<file path="config.mk">
export PLATFORM = sky130hd
export DESIGN_NAME = adder_n_bits_seq
export DESIGN_NICKNAME = d
export VERILOG_FILES = /design/src/rtl/adder_n_bits_seq.sv
export SDC_FILE = /design/constraint.sdc
export NUM_CORES = 1
export LEC_CHECK = 0
export CORE_MARGIN = 8
export CORE_UTILIZATION = 50
export DETAILED_ROUTE_END_ITERATION = 16
export GPL_ROUTABILITY_DRIVEN = 0
export PLACE_DENSITY = 0.75
export SYNTH_ARGS = -nofsm -noshare
export SYNTH_HDL_FRONTEND = slang
export SYNTH_SLANG_ARGS = --single-unit
</file>
<file path="constraint.sdc">
create_clock -name clk -period 2.5 [get_ports clk]
set_clock_uncertainty 0.1 [all_clocks]
set_input_delay 0.75 -clock clk [delete_from_list [all_inputs] [get_ports clk]]
set_output_delay 0.75 -clock clk [all_outputs]
set_load 0.01 [all_outputs]
</file>
<file path="src/rtl/adder_n_bits_seq.sv">
// rtl/adder_n_bits_seq.sv - multi-cycle add/subtract, CHUNK bits per clock, with NZCV flags
module adder_n_bits_seq #(
  parameter int WIDTH = 8,
  parameter int CHUNK = 4
) (
  input  logic             clk,
  input  logic             rst_n,
  input  logic             start,
  input  logic [WIDTH-1:0] A,
  input  logic [WIDTH-1:0] B,
  input  logic             op_sub,
  output logic [WIDTH-1:0] Sum,
  output logic             Cout,
  output logic             flagC,
  output logic             flagZ,
  output logic             flagN,
  output logic             flagV,
  output logic             busy,
  output logic             done
);

  localparam int STEPS = WIDTH / CHUNK;
  localparam int CW    = (STEPS > 1) ? $clog2(STEPS) : 1;

  typedef enum logic [1:0] {IDLE, RUN, DONE} state_t;

  state_t           state;
  logic [WIDTH-1:0] a_r;
  logic [WIDTH-1:0] b_r;
  logic [WIDTH-1:0] partial;
  logic             carry;
  logic             msb_a;
  logic             msb_b;
  logic [CW-1:0]    cnt;

  logic [CHUNK:0]       slice_sum;
  logic [WIDTH+CHUNK-1:0] shifted;
  logic [WIDTH-1:0]     result;
  logic                 last;

  // Operands shift right each step; finished slices enter partial from the top,
  // so after STEPS steps the LSB slice has reached bit 0.
  always_comb begin
    slice_sum = {1'b0, a_r[CHUNK-1:0]} + {1'b0, b_r[CHUNK-1:0]} + {{CHUNK{1'b0}}, carry};
    shifted   = {slice_sum[CHUNK-1:0], partial};
    result    = shifted[WIDTH+CHUNK-1:CHUNK];
    last      = (cnt == CW'(STEPS - 1));
  end

  always_ff @(posedge clk or negedge rst_n) begin
    if (!rst_n) begin
      state   <= IDLE;
      a_r     <= '0;
      b_r     <= '0;
      partial <= '0;
      carry   <= 1'b0;
      msb_a   <= 1'b0;
      msb_b   <= 1'b0;
      cnt     <= '0;
      Sum     <= '0;
      Cout    <= 1'b0;
      flagC   <= 1'b0;
      flagZ   <= 1'b0;
      flagN   <= 1'b0;
      flagV   <= 1'b0;
      busy    <= 1'b0;
      done    <= 1'b0;
    end else begin
      case (state)
        IDLE, DONE: begin
          done <= 1'b0;
          if (start) begin
            a_r     <= A;
            b_r     <= B ^ {WIDTH{op_sub}};
            carry   <= op_sub;
            msb_a   <= A[WIDTH-1];
            msb_b   <= B[WIDTH-1] ^ op_sub;
            cnt     <= '0;
            partial <= '0;
            busy    <= 1'b1;
            state   <= RUN;
          end else begin
            state <= IDLE;
          end
        end
        RUN: begin
          a_r     <= a_r >> CHUNK;
          b_r     <= b_r >> CHUNK;
          carry   <= slice_sum[CHUNK];
          partial <= result;
          cnt     <= cnt + 1'b1;
          if (last) begin
            Sum   <= result;
            Cout  <= slice_sum[CHUNK];
            flagC <= slice_sum[CHUNK];
            flagZ <= (result == '0);
            flagN <= result[WIDTH-1];
            flagV <= (msb_a == msb_b) && (result[WIDTH-1] != msb_a);
            busy  <= 1'b0;
            done  <= 1'b1;
            state <= DONE;
          end
        end
        default: begin
          busy  <= 1'b0;
          done  <= 1'b0;
          state <= IDLE;
        end
      endcase
    end
  end

endmodule
</file>
==> results_dict.tcl <==
set metrics [dict create \
    status "finished, final reports clean" \
    critPathSlowestCell "or4b_1" \
    hold_path.class "reg2reg" \
    ys_ff_latch 38 \
    wl_per_cell_microns 13.87 \
    netlist_area_sq_mm 0.001708 \
    power.density_mw_per_mm2 1247 \
    drt-total-wl_microns 3357 \
    synthTopCellsByArea "dfrtp_1 (56%), nand2_1 (7.7%), xnor2_1 (4.1%)" \
    required_ns 2.68 \
    critPathMaxStageDelay_ns 0.55 \
    synth_area_per_cell_sq_um 10.61 \
    synthCells 161 \
    final_nets 222 \
    core_area_sq_mm 0.003311 \
    ys_warn_count 0 \
    placed_cells 236 \
    first_pass_iters 4 \
    drive_above_1_share_pct 9.184 \
    clockBufferDepth 2 \
    ant_nets 0 \
    grt_pass1_wl_microns 5851 \
    p_sw_mw 1.012 \
    route.vias.total 1244 \
    path_delay_family "adder cells" \
    path_cells "inv_1 -> fa_1 -> inv_1 -> fa_1 -> or4b_1 -> nor3_2 -> a32o_1" \
    hold_buffers 0 \
    dieHeight_microns 74.45 \
    pwr-share-clk_pct 11.5 \
    yosysTopAreaCell "dfrtp_1" \
    setup_slack_ns 0.1391 \
    synthMuxAreaShare_pct 1.978 \
    cts_made_buffers 5 \
    clock_latency_ns 0.33 \
    antenna_cells 0 \
    critPathArrivalTime_ns 2.54 \
    max_freq_ghz 0.4236 \
    final-instance-count-excl-fill 242 \
    critPathBufInv 2 \
    std_cell_rows 21 \
    relSlewSlack_pct 31.91 \
    initial_core_util_pct 51.59 \
    period_share_pct 94.44 \
    post_cts_buffers 0 \
    area_growth_pct 24.91 \
    synth_top_area_share_pct 55.68 \
    cp_max_fo 3 \
    drc_errors 0 \
    ctsHtreeMaxLevel 2 \
    hpwl_microns 2554 \
    finalHoldViolations 0 \
    cts_resized 0 \
    slew_viol_final 0 \
    fin_crit_ns 2.361 \
    p_leak_nw 0.9915 \
    grt_max_degree 39 \
    synth-simple-area-share_pct 15.31 \
    die_w_microns 74.45 \
    synth_top_family_by_area "simple AND/OR/NAND/NOR gates" \
    io_pins 35 \
    die_area_sq_mm 0.005542 \
    power_frac_comb_pct 47.9 \
    grt_pass1_vias 1309 \
    layout_common_cells "dfrtp_1 (38), nand2_1 (35), clkdlybuf4s50_1 (33), nor2_1 (11)" \
    setup_viol 0 \
    rsz0062_at_grt "no" \
    yosysSeqAreaShare_pct 55.68 \
    cts_tree "built" \
    switching_share_pct 38.05 \
    synth_compound_area_share_pct 13.41 \
    peakVddDrop_mv 0.5120 \
    synth_cell_types 34 \
    path_clk_slew_ns 0.10 \
    drtIter0Drc 71 \
    grt.total_usage_pct 13.96 \
    timing_worst_setup_path_type "reg2reg" \
    grt_antenna_before_repair 0 \
    pwr-share-seq_pct 40.6 \
    port_buffers 34 \
    cts.sinks 38 \
    end_kind "flop" \
    synth_adder_area_share_pct 4.542 \
    start_kind "flop" \
    synth_xor_area_share_pct 5.128 \
    cap_violations 0 \
    routed_via_density 5.140 \
    tightest_slew_ns 1.018 \
    dpl_worst_slack_ns -0.1654 \
    syn_nets 186 \
    final_common_cell "dfrtp_1" \
    cts-root-buf "clkbuf_4" \
    overflow 0 \
    p_int_mw 1.648 \
]
[layout make-up]
type,count,area (sq um)
Fill cell,304,1177
Multi-Input combinational cell,109,689.4
Tap cell,46,57.56
Inverter,5,18.77
Clock buffer,6,51.30
Sequential cell,38,950.9
Timing Repair Buffer,38,365.4
[power by group through the flow]
| stage | logic (mW) | registers [mW] | clock network, mW |
|---|---|---|---|
| 4_1_cts | 1.29 | 1.08 | 0.313 |
| 5_1_grt | 1.42 | 1.12 | 0.344 |
| 6_report | 1.27 | 1.08 | 0.307 |
| 3_5_place_dp | 1.29 | 1.09 | 0 |
| 2_1_floorplan | 0.809 | 1.09 | 0 |
| 3_3_place_gp | 1.25 | 1.08 | 0 |
[Yosys cell counts (all sizes together)]
cell type and count:
dfrtp 38, nand2 36, o21ai 12, nor2 11, buf 8, xnor2 8, a221o 5, a22o 5
inv 5, a22oi 4, ha 3, mux2 3, nor3 3, a21oi 2, fa 2, nand2b 2
nand3b 2, xor2 2, a211o 1, a21o 1, a32o 1, and2b 1, and3 1, clkbuf 1
nand3 1, nor2b 1, o211ai 1, or4b 1
[stage by stage]
stage	utilization (%)	cell area (sq um)	power [mW]	hold WS (ns)	TNS [ns]
final	64.44	2133	2.660	0.3802	0
after global routing	64.44	2133	2.880	0.4174	0
after CTS	64.44	2133	2.684	0.3880	0
after detailed placement	62.89	2082	2.380	0.3633	-1.279
after global placement	62.89	2082	2.329	0.3586	-0.7390
after floorplan	-	1708	1.903	0.3463	0
[sequential cells by signal, indices dropped and copies added, names as in the netlist]
register and flops:
flagZ 1, Sum 7, busy 1, flagN 1, state 1, msb_a 1
msb_b 1, carry 1, partial 4, a_r 8, b_r 8, flagV 1
cnt 1, done 1, flagC 1
[worst min-delay path: cells and delay by family, from the launching register on]
| family | cells | cell delay (ns) |
|---|---|---|
| and+or+nand+nor | 2 | 0.10 |
| DFF | 1 | 0.36 |
[per-layer routing]
metal  GRT usage (%)  vias to the layer above  wire length [microns]
met5               0                        -                      0
met2           23.23                       37                   1602
met4           5.000                        0                     61
met1           15.43                      583                   1491
met3           6.065                        6                    202
li1                -                      618                      -
[cells by family (layout without fill, tap and decap cells)]
| logic type | Yosys count | count (layout) |
|---|---|---|
| xor gates and xnor gates | 10 | 10 |
| and+or+nand+nor | 59 | 59 |
| buffers and inverters | 14 | 49 |
| AOI/OAI and AO/OA | 32 | 32 |
| adders and majority gates | 5 | 5 |
| muxes | 3 | 3 |
| DFF | 38 | 38 |
[worst paths after layout]
check,from,to,slack (ns),depth (start not counted)
max,b_r[0]$_DFFE_PN0P_,flagZ$_DFFE_PN0P_,0.14,7
min,Sum[2]$_DFFE_PN0P_,Sum[2]$_DFFE_PN0P_,0.38,2
max reg2reg,b_r[0]$_DFFE_PN0P_,flagZ$_DFFE_PN0P_,0.14,7
min reg2reg,Sum[2]$_DFFE_PN0P_,Sum[2]$_DFFE_PN0P_,0.38,2
max in group asynchronous,rst_n,a_r[1]$_DFFE_PN0P_,1.39,1
min in group asynchronous,rst_n,busy$_DFFE_PN0P_,0.40,1
(Power assumes the default switching activity.)
